### src/rtl/mme_ctrl.sv
// rtl/mme_ctrl.sv - MME sequencing controller: operand fetch, MAC stepping, C write-back
module mme_ctrl #(
    parameter int PIPE_DEPTH = 4,
    parameter int ADDR_W     = 32
) (
    input  logic              clk,
    input  logic              rst_n,
    input  logic              start_i,
    input  logic [7:0]        mat_width_i,
    input  logic [ADDR_W-1:0] mat_a_addr_i,
    input  logic [ADDR_W-1:0] mat_b_addr_i,
    input  logic [ADDR_W-1:0] mat_c_addr_i,
    output logic              done_o,
    output logic              busy_o,
    output logic [ADDR_W-1:0] araddr_o,
    output logic [7:0]        arlen_o,
    output logic              arvalid_o,
    input  logic              arready_i,
    input  logic              rvalid_i,
    output logic              rready_o,
    output logic              buf_wr_a_o,
    output logic              buf_wr_b_o,
    output logic [1:0]        buf_idx_o,
    output logic              acc_clr_o,
    output logic              mac_en_o,
    output logic [1:0]        mac_k_o,
    output logic [ADDR_W-1:0] awaddr_o,
    output logic [7:0]        awlen_o,
    output logic              awvalid_o,
    input  logic              awready_i,
    output logic              wvalid_o,
    input  logic              wready_i,
    output logic              wlast_o,
    output logic [1:0]        wrow_o,
    input  logic              bvalid_i,
    output logic              bready_o
);

    localparam int DW = (PIPE_DEPTH > 1) ? $clog2(PIPE_DEPTH) : 1;

    typedef enum logic [3:0] {
        IDLE, AR_A, R_A, AR_B, R_B, MAC, DRAIN, AW, W, BWAIT
    } state_t;

    state_t            r_state;
    state_t            w_next;
    logic [1:0]        r_cnt;       // shared beat / MAC-step / W-row counter
    logic [5:0]        r_j;         // current chunk index
    logic [5:0]        r_n;         // chunk count latched at start
    logic [DW-1:0]     r_drain;
    logic [ADDR_W-1:0] r_a;
    logic [ADDR_W-1:0] r_b;
    logic [ADDR_W-1:0] r_c;
    logic              r_done;
    logic              r_acc_clr;

    logic [5:0]        w_n;
    logic [5:0]        w_j_inc;
    logic [ADDR_W-1:0] w_off;

    // Width is floored to whole 4-element chunks by dropping the low two bits
    assign w_n     = 6'(mat_width_i >> 2);
    assign w_j_inc = r_j + 6'd1;
    // Each chunk is 4 beats of 16 bytes, so chunk j starts at byte offset j*64
    assign w_off   = ADDR_W'({r_j, 6'b0});

    // State register
    always_ff @(posedge clk) begin
        if (!rst_n) r_state <= IDLE;
        else        r_state <= w_next;
    end

    // Next-state decode; every phase waits on its own handshake so stalls add cycles one-for-one
    always_comb begin
        w_next = r_state;
        case (r_state)
            IDLE:  if (start_i) w_next = (w_n == 6'd0) ? DRAIN : AR_A;
            AR_A:  if (arready_i) w_next = R_A;
            R_A:   if (rvalid_i && r_cnt == 2'd3) w_next = AR_B;
            AR_B:  if (arready_i) w_next = R_B;
            R_B:   if (rvalid_i && r_cnt == 2'd3) w_next = MAC;
            MAC:   if (r_cnt == 2'd3) w_next = (w_j_inc < r_n) ? AR_A : DRAIN;
            DRAIN: if (r_drain == DW'(PIPE_DEPTH - 1)) w_next = AW;
            AW:    if (awready_i) w_next = W;
            W:     if (wready_i && r_cnt == 2'd3) w_next = BWAIT;
            BWAIT: if (bvalid_i) w_next = IDLE;
            default: w_next = IDLE;
        endcase
    end

    // Config latch, counters, sticky done and the one-shot accumulator clear
    always_ff @(posedge clk) begin
        if (!rst_n) begin
            r_cnt     <= '0;
            r_j       <= '0;
            r_n       <= '0;
            r_drain   <= '0;
            r_a       <= '0;
            r_b       <= '0;
            r_c       <= '0;
            r_done    <= 1'b0;
            r_acc_clr <= 1'b0;
        end else begin
            r_acc_clr <= 1'b0;
            r_drain   <= (r_state == DRAIN) ? r_drain + DW'(1) : '0;
            case (r_state)
                IDLE: begin
                    if (start_i) begin
                        r_a       <= mat_a_addr_i;
                        r_b       <= mat_b_addr_i;
                        r_c       <= mat_c_addr_i;
                        r_n       <= w_n;
                        r_j       <= '0;
                        r_cnt     <= '0;
                        r_done    <= 1'b0;
                        r_acc_clr <= 1'b1;
                    end
                end
                R_A, R_B: if (rvalid_i) r_cnt <= r_cnt + 2'd1;
                MAC: begin
                    r_cnt <= r_cnt + 2'd1;
                    if (r_cnt == 2'd3) r_j <= w_j_inc;
                end
                W:     if (wready_i) r_cnt <= r_cnt + 2'd1;
                BWAIT: if (bvalid_i) r_done <= 1'b1;
                default: ;
            endcase
        end
    end

    assign done_o     = r_done;
    assign busy_o     = (r_state != IDLE);
    assign acc_clr_o  = r_acc_clr;

    assign arvalid_o  = (r_state == AR_A) || (r_state == AR_B);
    assign araddr_o   = (r_state == AR_A) ? r_a + w_off :
                        (r_state == AR_B) ? r_b + w_off : '0;
    assign arlen_o    = arvalid_o ? 8'd3 : 8'd0;

    assign rready_o   = (r_state == R_A) || (r_state == R_B);
    assign buf_wr_a_o = rvalid_i && (r_state == R_A);
    assign buf_wr_b_o = rvalid_i && (r_state == R_B);
    assign buf_idx_o  = rready_o ? r_cnt : 2'd0;

    assign mac_en_o   = (r_state == MAC);
    assign mac_k_o    = mac_en_o ? r_cnt : 2'd0;

    assign awvalid_o  = (r_state == AW);
    assign awaddr_o   = awvalid_o ? r_c : '0;
    assign awlen_o    = awvalid_o ? 8'd3 : 8'd0;

    assign wvalid_o   = (r_state == W);
    assign wrow_o     = wvalid_o ? r_cnt : 2'd0;
    assign wlast_o    = wvalid_o && (r_cnt == 2'd3);

    assign bready_o   = (r_state == BWAIT);

endmodule

### config.mk
export PLATFORM = sky130hd
export DESIGN_NAME = mme_ctrl
export DESIGN_NICKNAME = d
export VERILOG_FILES = /design/src/rtl/mme_ctrl.sv
export SDC_FILE = /design/constraint.sdc
export NUM_CORES = 1
export LEC_CHECK = 0
export CAP_MARGIN = 20
export CORE_UTILIZATION = 35
export CTS_BUF_LIST = sky130_fd_sc_hd__clkbuf_4
export CTS_CLUSTER_SIZE = 20
export DETAILED_ROUTE_END_ITERATION = 7
export PLACE_DENSITY = 0.71
export SLEW_MARGIN = 20
export SYNTH_ARGS = -nofsm -noshare
export SYNTH_HDL_FRONTEND = slang
export SYNTH_SLANG_ARGS = --single-unit
### constraint.sdc
create_clock -name clk -period 2.89 [get_ports clk]
set_clock_uncertainty 0.15 [all_clocks]
set_input_delay 0.4335 -clock clk [delete_from_list [all_inputs] [get_ports clk]]
set_output_delay 0.4335 -clock clk [all_outputs]
set_load 0.05 [all_outputs]
==> results.md, run 1 <==
- The critical path in this run is classified as reg -> out.
- The via count of the first global-routing pass is between 6000 and 7000.
- The critical path contains buffers and inverters numbering 5 combined.
- The clock network latency to the later pin of the worst-skew pair is 530 ps.
- The clock tree synthesis step divided the H-tree into 4 levels.
- Headroom to the max-slew limit came out at around 60%.
- Pin placement for this block handled 210 I/O pins.
- The maximum clock path buffer count is 2.
- The worst-case IR drop observed on VDD is 362 uV.
- Buffers inserted to repair hold after CTS numbered 0.
- Once placement finished, the instance area stood at between 9000 and 10000 sq um.
- The number of warnings printed during yosys synthesis is 0.
- Of the post-synthesis cell area, the part taken by muxes is less than 1%.
- The path class of the lowest-slack min-delay path is in -> reg.
- The area added between synthesis and finish is 58.4%.
- Clock-pin slew was measured on the worst setup and hold paths at 100 ps.
- The number of remaining DRC errors is 0.
- In the post-synthesis netlist, the cell with the most instances is sky130_fd_sc_hd__nand2_1.
- The most common flop cell mapped by yosys is sky130_fd_sc_hd__dfxtp_1.
- The final reports fail on setup timing.
- Power spread over the standard cell area amounts to between 600 and 700 nW/um^2.
- Walking the worst path, the cells encountered are ha_4 -> inv_2 -> fa_2 -> nor2b_2 -> o31a_1 -> buf_4 -> o21a_4 -> buf_4 -> buf_6 -> o32ai_4 -> buf_12.
- Summing all multi-input logic gate instances after layout gives between 4000 and 5000 sq um.
- Setup repair after global routing could not meet its margin everywhere.
- After technology mapping, the gate count stands at approximately 860.
- The floorplan has 50 rows.
- For the worst setup path, the data required time is ~2300 ps.
- TritonCTS built the clock tree.
- The post-synthesis sequential area ratio is 34.8%.
- The die width is roughly 140 um.
- The slew at the pin closest to its max-slew limit is between 500 and 600 ps.
- The area of the die is between 15000 and 20000 sq um.
- The master of the slowest instance on the critical path is sky130_fd_sc_hd__dfxtp_4.
- The TritonCTS sink count is between 100 and 150.
- Yosys mapped the design onto 59 distinct sky130hd cell types.
- The synthesized-area fraction occupied by xor and xnor cells is 6.33%.
- Port buffering added 195 buffers.
- Fill cells in the final layout number about 1700.
- The design draws roughly 6.6 mW.
- The share of flip-flops with an asynchronous set or reset is 0%.
- The worst setup path is launched from a flip-flop.
- The most numerous cell type found on the critical path is sky130_fd_sc_hd__buf_4.
- The final count of hold timing violations came to 0.
- The largest net degree at the start of global routing is 70.
- The largest fanout on the critical path is 4.
- In the post-synthesis netlist, the biggest area contributors are sky130_fd_sc_hd__dfxtp_1 (35%), sky130_fd_sc_hd__nand2_1 (13%), sky130_fd_sc_hd__a21boi_0 (12%).
- The repair_antennas step left the layout with diodes totalling 0.
- From bottom edge to top edge, the die measures between 100 and 150 um.
- Once routing completed, OpenROAD measured the worst setup slack at -465 ps.
- The family with the most delay on the worst path is compound AO/OA/AOI/OAI gates.
- In this run the clock root is driven by a sky130_fd_sc_hd__clkbuf_4.
- The final total negative setup slack is -8030 ps.
- The area share of the largest cell type after synthesis is around a third.
- After detailed routing, the average wire length per cell comes to about 15 um.
- For this run, the slowest stage of the critical path takes between 300 and 400 ps.
- Summing all flip-flop and latch instances after layout gives between 2000 and 2500 sq um.
- By area, the combinational part of the netlist is dominated by simple AND/OR/NAND/NOR gates.
- The utilization of the core after routing is approximately 57%.
- The total CTS buffers is 17.
- The congestion estimate from routability-driven global placement came to approximately 0.85.
- The per-cell via count in the routed design is roughly 5.
- The number of enable-type register cells in the synthesized netlist is 0.
- Summed over all cells, the static leakage comes to about 4 nW.
- The critical path arrival is around 2800 ps.
- The synthesized design spends more area on one cell type than any other, namely sky130_fd_sc_hd__dfxtp_1.
- The cell area that synthesis handed to floorplanning was a little under 7000 sq um.
- The number of max-capacitance violations reported is 0.
- Summing the areas of all and, or, nand and nor instances in the mapped netlist gives 27.0% of the synthesized area.
- The run finished, with violations left.
- For this run the aggregate overflow at the end of global routing stands at 0.
- The share of the synthesized area in compound gates (AO/OA/AOI/OAI) is about a fifth.
- The aggregate routed wire length is 20600 um.
- For this configuration, the core starts out at a cell density of between 30% and 40%.
- The count of nets left with antenna violations once routing finished came out at 0.
- The final design area excluding fillers is approximately 11000 sq um.
- The number of nets in the layout is 1200.
- The time the final worst path needs with I/O delays and setup is about 3400 ps.
- The overall fraction of global-route tracks in use is approximately 21%.
- Setup violations remaining at the end of the flow were counted as 23.
- The first-pass GRT wire length is between 30000 and 40000 um.
- The commonest cells after synthesis are sky130_fd_sc_hd__nand2_1 (233), sky130_fd_sc_hd__dfxtp_1 (118), sky130_fd_sc_hd__a21boi_0 (107).
- For this block, the via count after detailed routing is between 6000 and 7000.
- The synthesized design contains roughly 120 register bits.
- The initial antenna violation count is 0.
- The worst setup path is captured at an output pin.
- After layout, the worst path uses 116% of the clock period.
- Derived from the worst setup path, the maximum achievable clock frequency is 298 MHz.
- The first TritonRoute pass finished after 4 iterations.
- The core footprint is 18800 sq um.
- For this block, the initial DRC count from the detailed router was around 340.
- The max-slew violation total from the final report is 0.
- The worst-case register-to-register setup slack is 210 ps.
- Detailed placement finished with a half-perimeter wire length of around 15000 um.
- In this run the mean area of a mapped cell was 7.86 sq um.
- OpenSTA, run right after detailed placement, puts the worst setup slack at -51.5 ps.
- The fraction of final layout cells with drive strength greater than 1 is 23.7%.
- The adder-cell share of the synthesized area is under 10%.
-- worst min-delay path: cells and delay by family --
family	cells	cell delay [ps]
AND/OR/NAND/NOR	2	130
buffers and inverters	1	210
-- metrics by stage --
stage	hold slack, ps	std cells
global route	122	1338
floorplan	249	874
global placement	258	1296
detailed placement	262	1296
finish	135	1338
CTS	90.5	1333
-- kinds of logic after synthesis --
kind of cell / Yosys count
multiplexers: 4
buffers and inverters: 84
AO/OA/AOI/OAI: 195
XOR/XNOR: 49
flip-flops: 118
adder cells (fa/ha/maj): 22
AND/OR/NAND/NOR: 390
other: 1
-- cell usage in the layout (no fill, tap or decap), drive strengths merged, types with 3 or more instances in the layout --
cell | netlist | final
nand2 | 233 | 233
buf | 28 | 119
dfxtp | 118 | 118
clkdlybuf4s50 | 0 | 110
a21boi | 107 | 107
and2 | 46 | 46
nor2 | 28 | 29
xnor2 | 29 | 29
o22ai | 23 | 23
ha | 20 | 20
xor2 | 20 | 20
clkbuf | 40 | 18
nand3 | 17 | 17
inv | 16 | 16
and3 | 16 | 16
o21ai | 15 | 15
conb | 1 | 12
a21oi | 11 | 11
nor3 | 10 | 10
dlygate4sd2 | 0 | 9
nor2b | 9 | 9
clkinv | 0 | 9
a22o | 8 | 8
nand2b | 6 | 6
and4 | 5 | 5
o21a | 4 | 5
nand4 | 4 | 5
a211oi | 5 | 5
a21o | 4 | 4
mux2i | 3 | 3
or3 | 3 | 3
clkinvlp | 0 | 3
-- registers in the layout, indices dropped and copies added, names as in the netlist --
| name | cells |
|---|---|
| r_c | 32 |
| r_b | 32 |
| r_drain | 2 |
| r_a | 32 |
| r_j | 6 |
| r_n | 6 |
| done_o | 1 |
| r_cnt | 2 |
| acc_clr_o | 1 |
| r_state | 4 |
-- power breakdown --
group	total, mW	switching (mW)	internal (mW)	leakage (nW)
logic	3.28	1.99	1.29	2.89
registers	2.28	0.316	1.96	0.970
clock network	1.09	0.664	0.425	0.131
total	6.65	2.97	3.68	4.00
-- what timing repair did --
item                                    4_1_cts  5_1_grt
cloned                                        2        1
pin swaps                                    30       21
endpoints found under the setup margin       72       41
setup buffers                                 6        4
gates resized for setup                      75       30
-- layout make-up --
class / count / area share, %
clock buffers: 18 / 1.26
clock inverters: 13 / 1.04
inverters: 16 / 0.559
multi-input cells: 675 / 43.9
flip-flops and latches: 118 / 22.1
well taps: 260 / 3.03
repair buffers: 238 / 28.1
-- worst paths after layout --
kind,from,end,cells past startpoint
setup reg to reg,r_j[0]$_SDFFE_PN0P_,r_state[0]$_SDFFE_PN0P_,10
hold / removal,rst_n,done_o$_SDFFE_PN0P_,3
setup / recovery,r_j[0]$_SDFFE_PN0P_,araddr_o[12],11
hold reg to reg,r_drain[0]$_SDFF_PN0_,r_drain[0]$_SDFF_PN0_,1
-- metal layers --
layer	vias up	wire (um)	GRT usage (%)
li1	3296	-	-
met1	3082	8630	23.9
met2	209	9740	34.4
met3	40	1760	8.25
met4	0	452	6.92
met5	-	0	0
(Power assumes the default switching activity.)
==> run 2, diff against run 1 <==
Settings changed: CORE_ASPECT_RATIO from default to 1.1, MAX_ROUTING_LAYER from default to met4.
==> results.md, run 2 (synthesis gave the netlist of run 1 again) <==
- The half-perimeter wire length after detailed placement is 14200 um (-2.0%).
- The utilization of the core after routing was 57.2% (+0.19 points).
- The starting density of the core is 35.6% (-0.38 points).
- The core footprint is 19000 sq um (+1.1%).
- From synthesis to final layout, the design area changed by 60.6%.
- The worst setup path is launched from a flip-flop.
- The TritonCTS sink count is 118 (unchanged).
- The die width is 135 um (-4.6%).
- The initial antenna violation count was 1 (+1).
- The number of DRC markers in iteration 0 was 266 (-21%).
- The remaining antenna violation count after routing is 0 (unchanged).
- The die height came to 148 um (+4.8%).
- The count of final setup violators is 23 (unchanged).
- The count of input and output buffers is 195 (unchanged).
- The clock transition at the registers of the reported paths is 120 ps (+20 ps).
- The required time of the critical path is 2310 ps (about the same).
- The per-cell via count in the routed design was 5.03 (+1.6%).
- The count of fill cells added during filler insertion was 1640 (-1.4%).
- The placement-stage worst setup slack came to -222 ps (-170 ps).
- The placer congestion estimate is 0.874 (+3.1%).
- The first-pass GRT wire length is 32800 um (+1.2%).
- The total number of H-tree levels is 4 (unchanged).
- The total congestion overflow was 0 (unchanged).
- The total CTS buffers was 17 (unchanged).
- The portion of the clock cycle consumed by the worst path in the final layout is 118% (+1.6 points).
- The number of iterations in the first detailed-routing pass is 6 (+2).
- The number of remaining DRC errors is 0 (unchanged).
- The max-slew violation total from the final report is 0 (unchanged).
- The largest fanout on the critical path is 5 (+1).
- The maximum achievable frequency is 294 MHz (-1.4%).
- The cell area power density came to 635 nW/um^2 (+2.6%).
- In the layout the commonest cells are sky130_fd_sc_hd__nand2_1 (232), sky130_fd_sc_hd__clkdlybuf4s50_1 (111), sky130_fd_sc_hd__a21boi_0 (107).
- The slew at the pin closest to its max-slew limit was 703 ps (+120 ps).
- The time the final worst path needs with I/O delays and setup is 3400 ps (+47.1 ps).
- The area of the die came to 19900 sq um (about the same).
- STA classifies the critical path endpoint as an output pin.
- TritonCTS built the clock tree.
- The routed length per placed instance was 15.8 um (+2.5%).
- The largest net degree at the start of global routing is 108 (+54%).
- The fraction of final layout cells with drive strength greater than 1 came to 24.6% (+0.95 points).
- The worst stage delay on the critical path is 390 ps (about the same).
- The via count of the first global-routing pass came to 6494 (+1.4%).
- The final total negative setup slack was -8610 ps (-583 ps).
- The overall fraction of global-route tracks in use was 21.6% (+0.97 points).
- The worst-case vdd ir drop is 354 uV (-2.1%).
- The maximum clock path buffer count was 2 (unchanged).
- The root buffer selected by CTS is sky130_fd_sc_hd__clkbuf_4.
- The path class of the lowest-slack min-delay path is in -> reg.
- The number of max-capacitance violations reported came to 0 (unchanged).
- Setup repair after global routing could not meet its margin everywhere.
- The critical path arrival is 2820 ps (+50 ps).
- The run finished, with violations left.
- The placement row count came to 53 (+6.0%).
- The number of nets in the layout is 1202 (+0.17%).
- The final reports fail on setup timing.
- The largest registers in the layout are r_a (32), r_b (32), r_c (32).
- The final count of hold timing violations came to 0 (unchanged).
- The final design area excluding fillers is 10900 sq um (+1.4%).
- The number of primary I/O pins is 210 (unchanged).
- The leakage component of the power is 4.08 nW (+2.2%).
- The clock network latency to the later pin of the worst-skew pair is 550 ps (+20 ps).
- The aggregate routed wire length is 21000 um (+1.8%).
- The worst slew margin relative to its limit is 52.8% (-8.4 points).
- The most frequent standard cell in the layout excluding fill and tap cells is sky130_fd_sc_hd__nand2_1.
- The master of the slowest instance on the critical path is sky130_fd_sc_hd__dfxtp_4.
- The critical path goes through ha_4 -> inv_2 -> fa_2 -> nor2b_4 -> o31a_1 -> nor3_1 -> buf_4 -> or2b_1 -> xor2_2 -> o22ai_4 -> buf_12.
- The final worst setup slack came to -512 ps (-47.1 ps).
- The placed cell area is 9920 sq um (-0.39%).
- The total number of vias is 6685 (+0.88%).
- By startpoint and endpoint, the worst setup path is classified as reg -> out.
==> run 2: routing by layer <==
metal,GRT usage [%],part of all wire (%),up-vias
met2,35.7,49,232
met4,8.60,2.7,0
met3,7.06,6.9,44
met1,23.9,41,3109
met5,-,0,-
li1,-,-,3300
==> run 2: cell type report <==
cell class / instances / area (sq um) / share of cell area [%]
Timing Repair Buffer: 241 / 3060 / 28.1
Sequential cell: 118 / 2380 / 21.8
Antenna cell: 1 / 2.50 / 0.0230
Clock buffer: 17 / 128 / 1.17
Multi-Input combinational cell: 674 / 4760 / 43.7
Tap cell: 247 / 309 / 2.84
Inverter: 16 / 60.1 / 0.551
Clock inverter: 15 / 194 / 1.78
==> run 2: critical path: cells and delay by family (launching register included) <==
kind                     cells  cell delay (ps)
XOR/XNOR                     1              170
flip-flops                   1              390
adder cells (fa/ha/maj)      2              490
AND/OR/NAND/NOR              3              480
AO/OA/AOI/OAI                2              360
buffers and inverters        3              370
==> run 2: power by group <==
| group | switching, mW | total [mW] | internal [mW] |
|---|---|---|---|
| logic | 1.98 | 3.26 | 1.28 |
| registers | 0.334 | 2.30 | 1.97 |
| clock network | 0.735 | 1.35 | 0.619 |
==> run 2: what timing repair did <==
action	CTS	global route
hold buffers	0	0
setup endpoints to repair	73	55
resized for setup	76	35
setup buffers	10	9
pin swaps	33	23
gates cloned	2	0
==> run 2: final timing paths <==
check / startpoint / endpoint / slack (ps) / depth (start not counted)
worst max-delay path: r_j[0]$_SDFFE_PN0P_ / araddr_o[14] / -510 / 11
worst min-delay path: rst_n / r_c[0]$_SDFFE_PN0P_ / 240 / 2
worst max register to register: r_j[0]$_SDFFE_PN0P_ / r_state[0]$_SDFFE_PN0P_ / 260 / 10
worst min register to register: r_drain[0]$_SDFF_PN0_ / r_drain[0]$_SDFF_PN0_ / 290 / 1
==> run 2: per-stage QoR <==
step / hold WS [ps] / total power [mW] / std cells
3_3_place_gp: 258 / 5.42 / 1276
2_1_floorplan: 249 / 4.34 / 874
4_1_cts: 186 / 6.92 / 1320
5_1_grt: 187 / 7.37 / 1329
6_report: 240 / 6.91 / 1329
3_5_place_dp: 283 / 5.47 / 1276
==> variant 1: new RTL, config.mk and constraints of run 2 <==
Reset style: asynchronous (`rst_n`), changed in 2 clocked blocks.
--- a/src/rtl/mme_ctrl.sv
+++ b/src/rtl/mme_ctrl.sv
@@ -65,7 +65,7 @@
     assign w_off   = ADDR_W'({r_j, 6'b0});
 
     // State register
-    always_ff @(posedge clk) begin
+    always_ff @(posedge clk or negedge rst_n) begin
         if (!rst_n) r_state <= IDLE;
         else        r_state <= w_next;
     end
@@ -89,7 +89,7 @@
     end
 
     // Config latch, counters, sticky done and the one-shot accumulator clear
-    always_ff @(posedge clk) begin
+    always_ff @(posedge clk or negedge rst_n) begin
         if (!rst_n) begin
             r_cnt     <= '0;
             r_j       <= '0;
Check against the original RTL: differs if rst_n is asserted again (counterexample within 4 cycles, from zero or initial values and one cycle with rst_n low); with rst_n held inactive, the same outputs for 10 cycles.
==> variant 1 against run 2 <==
  * Routed wire length fell by 3.9%
  * Area after synthesis grew 1.5%
  * Sequential cell count unchanged
  * Final area about the same
  * Non-clock buffer count fell by 9
  * The flow still finishes with violations (setup timing)
  * Power rose by 58%
  * Sequential share of layout area increased by 5.4 points
  * Setup slack better by 0.0019 ns
  * Via count down 5.5%
  * Count of clock-buffer cells in the layout is 1 higher
==> variant 1: results <==
group,metric,value,unit
final_layout,multi_input_gates,643,
yosys,synth_compound_area_frac,0.101,
yosys,synth.distinct_cells,52,
global_routing,met2_usage,0.331,
pwr,seq_power_share,0.289,
global_routing,grt_pass1_vias,6259,
yosys,synth_xor_area_frac,0.0672,
yosys,yosysSeqAreaShare,0.429,
final_layout,multi_input_area,0.00426,mm2
final_layout,nFillCells,1615,
yosys,syn_area_per_cell,8.36,um2
yosys,ys_top_cells_by_area,"dfrtp_1, nand2_1, xor2_1",
final_layout,seq_area_frac,0.272,
global_routing,grt_pass1_wl,32000,um
worst_hold_path,hold_class,"input port to register",
route,wl_met2,9940,um
worst_setup_path,worst_path_max_delay_cell,"dfrtp_2",
worst_setup_path,crit_family,"compound AO/OA/AOI/OAI gates",
final_layout,layout.nonclk_buf_frac,0.273,
placed_design,place_area,0.00990,mm2
final_layout,clk_share,0.0286,
sta,worst_slack,-0.510,ns
status,violations,"setup timing",
final_layout,nNonClkInverters,17,
route,wl_met3,1040,um
final_layout,fin_cells,1294,
status,status,"finished, violations left",
yosys,synth_mux_area_frac,0.0144,
placed_design,globalplace.congestion,0.821,
final_layout,buffers_excl_clock,232,
pwr,pwr-share-clk,0.120,
yosys,dominantRegCellSynth,"dfrtp_1",
placed_design,dp.cells,1241,
final_layout,nFlopsAndLatches,118,
final_layout,final_util,0.568,
sta,finalSetupTns,-7.91,ns
pwr,irDropWorstVdd,746,uV
yosys,async_flop_share,1.00,
route,wl_met1,8730,um
route,avgViaCountPerCell,4.88,
pwr,leakagePower,0.00484,uW
global_routing,met1_usage,0.261,
placed_design,dp_hpwl,14000,um
global_routing,antenna_found_initial,5,
placed_design,dp_slack,-0.0464,ns
global_routing,grt_usage,0.210,
pwr,swShare,0.464,
sta,setup_viol,22,
global_routing,met3_usage,0.0516,
worst_setup_path,cp_slowest_stage_delay,0.43,ns
pwr,pg_comb,6450,uW
yosys,synth_fa_ha_area_frac,0.0422,
[variant 1: cell types whose count changed in the layout (fill, tap and decap cells not counted), moves of 7 or more]
cell,change
dfrtp_1,+109
nand2_1,+67
xnor2_2,-7
dfxtp_2,-11
xor2_1,+7
dfxtp_1,-106
dfrtp_2,+9
a21boi_0,-107
and2_1,-8
[variant 1: path summary, 6_finish.rpt]
check | start | endpoint | slack [ns] | depth (start not counted)
setup reg to reg | r_j[1] | r_state[2] | 0.29 | 11
hold / removal | mat_c_addr_i[29] | r_c[29] | 0.25 | 3
min in group asynchronous | rst_n | r_c[20] | 0.29 | 2
setup / recovery | r_j[0] | araddr_o[30] | -0.51 | 10
max in group asynchronous | rst_n | r_j[3] | 1.47 | 3
hold reg to reg | r_drain[0] | r_drain[0] | 0.29 | 1
[variant 1: timing repair]
action / CTS / global route
hold endpoints to repair: 44 / 0
endpoints found under the setup margin: 70 / 63
gates cloned: 1 / 0
pin swaps: 33 / 32
hold buffers: 1 / 0
resized for setup: 76 / 36
setup buffers: 11 / 3
==> variant 2: new RTL, settings of run 2 <==
Made on the original files. Change the parameter `ADDR_W` from 32 to 28.
--- a/src/rtl/mme_ctrl.sv
+++ b/src/rtl/mme_ctrl.sv
@@ -1,7 +1,7 @@
 // rtl/mme_ctrl.sv - MME sequencing controller: operand fetch, MAC stepping, C write-back
 module mme_ctrl #(
     parameter int PIPE_DEPTH = 4,
-    parameter int ADDR_W     = 32
+    parameter int ADDR_W     = 28
 ) (
     input  logic              clk,
     input  logic              rst_n,
Interface: changed (5 resized); port bits go from 210 to 190. No check against the original RTL was run, so the function may have changed too.
==> variant 2 against run 2 <==
  * The run ends with DRC, setup timing left
  * Setup slack better by 0.14 ns
  * Routed wire length down 17%
  * Final area down 15%
  * Area after synthesis down 14%
  * Global-route usage shrank 1.2 points
  * Critical path depth decreased by 1
  * Power decreased by 27%
  * Sequential cell count shrank 12
  * Critical path type unchanged
  * Largest power group unchanged
==> variant 2: results <==
group,metric,value,unit
route,wire_per_inst,15.0,um
global_routing,grt_pass1_vias,5553,
clocking,numCtsBuffers,9,
final_layout,reg.largest.list,"r_a x28, r_b x28, r_c x28",
placed_design,globalplace.congestion,0.833,
floorplanning,initial_core_util,0.357,
worst_setup_path,cp_data_arrival_time,2.68,ns
global_routing,grt_usage,0.205,
global_routing,met1_usage,0.228,
placed_design,place_area,0.00856,mm2
status,status,"finished, violations left",
yosys,ys_warn_count,0,
final_layout,nNetsFinal,1074,
clocking,clk_path_buf_depth,2,
yosys,async_flop_share,0,
yosys,synth_common_cells,"nand2_1, a21oi_1, dfxtp_1",
sta,worst_slack,-0.375,ns
yosys,synth_top_cell_area_share,0.363,
yosys,dominantRegCellSynth,"dfxtp_1",
route,drt_first_pass_iters,7,
placed_design,port-buffer-count,175,
sta,worst_pin_slew,0.605,ns
global_routing,antenna_found_initial,1,
worst_setup_path,crit_fanout,5,
global_routing,grt_start_max_net_pins,38,
final_layout,finalInstanceArea,0.00923,mm2
yosys,synth.distinct_cells,52,
worst_setup_path,worst_path_max_delay_cell,"dfxtp_4",
clocking,h-tree-depth,3,
route,antenna_left,0,
pwr,leakagePower,0.00347,uW
yosys,yosysSeqAreaShare,0.363,
route,num_vias,5866,
worst_setup_path,cp_slowest_stage_delay,0.41,ns
clocking,clk_latency,0.47,ns
yosys,ys_top_cells_by_area,"dfxtp_1, nand2_1, a21oi_1",
clocking,clockRootBuffer,"clkbuf_4",
global_routing,met3_usage,0.0536,
route,remaining_drc_errors,10,
final_layout,nFillCells,1445,
pwr,irDropWorstVdd,367,uV
global_routing,met2_usage,0.355,
placed_design,dp_hpwl,12600,um
sta,setup_viol,18,
sta,finalSetupTns,-3.69,ns
route,drt_iter0_drc,487,
final_layout,drive_gt1_frac,0.220,
status,violations,"DRC, setup timing",
global_routing,grt_pass1_wl,27000,um
worst_hold_path,hold_class,"register to register",
clocking,clkTransAtPathRegs,0.17,ns
## variant 2: changes by cell type after synthesis, sizes merged, moves of 4 or more
cell           run 2  this run
and3              16        11
xnor2             29        22
a21oi             11       109
dfxtp            118       106
nor3              10         6
clkbuf            40        32
nand3             17        13
and2              46        37
a21boi           107         1
nor2              28        37
nand2            233       197
## variant 2: cells by family (layout without fill, tap and decap cells)
kind of cell,Yosys count,in the layout,share of synthesized area
adders and majority gates,22,22,0.0496
buffers and inverters,79,244,0.0642
xor gates and xnor gates,43,43,0.0644
AOI/OAI and AO/OA,198,198,0.203
muxes,3,3,0.00513
and+or+nand+nor,329,329,0.251
other,1,13,0.000641
DFF,106,106,0.363
## variant 2: path summary, 6_finish.rpt
| kind | startpoint | end | slack [ns] | cells after the start |
|---|---|---|---|---|
| worst max-delay path | r_j[0] | araddr_o[26] | -0.37 | 10 |
| worst min-delay path | r_drain[0] | r_drain[0] | 0.29 | 1 |
| worst max register to register | r_j[0] | r_state[1] | 0.27 | 11 |
| worst min register to register | r_drain[0] | r_drain[0] | 0.29 | 1 |
## variant 2: final cells by class
cell class | count | area (um2) | share of cell area
diodes | 1 | 2.50 | 0.000271
clock buffers | 10 | 75.1 | 0.00814
clock inverters | 6 | 81.3 | 0.00882
inverters | 17 | 65.1 | 0.00705
multi-input cells | 607 | 3890 | 0.421
flip-flops and latches | 106 | 2150 | 0.233
well taps | 204 | 255 | 0.0277
repair buffers | 211 | 2710 | 0.294
## variant 2: per-stage QoR
step                 util  cells  setup WS (ns)
global placement    0.523   1133         -0.160
CTS                 0.543   1153         -0.477
global route        0.564   1162         -0.468
floorplan               -    792        -0.0185
detailed placement  0.523   1133         -0.186
finish              0.564   1162         -0.375
## variant 2: report_power, final
part           switching [uW]  internal (uW)  total, uW
clock                     492            356        848
combinational            1300            909       2210
sequential                246           1730       1980
total                    2040           2990       5040
## variant 2: critical path: cells and delay by family, from the launching register on
kind	cells	cell delay [ns]
AOI/OAI and AO/OA	3	0.65
DFF	1	0.41
and+or+nand+nor	2	0.32
buffers and inverters	2	0.23
adders and majority gates	2	0.51
xor gates and xnor gates	1	0.11
## variant 2: layer usage
layer	up-vias	wire [um]
li1	2957	-
met1	2709	7050
met2	180	8800
met3	20	1250
met4	0	335
met5	-	0
## variant 2: timing repair
item                       CTS  global route
pin swaps                   15            31
gates cloned                 0             0
buffers inserted             4             9
setup endpoints to repair   58            62
resized for setup           37            59
hold buffers                 0             0
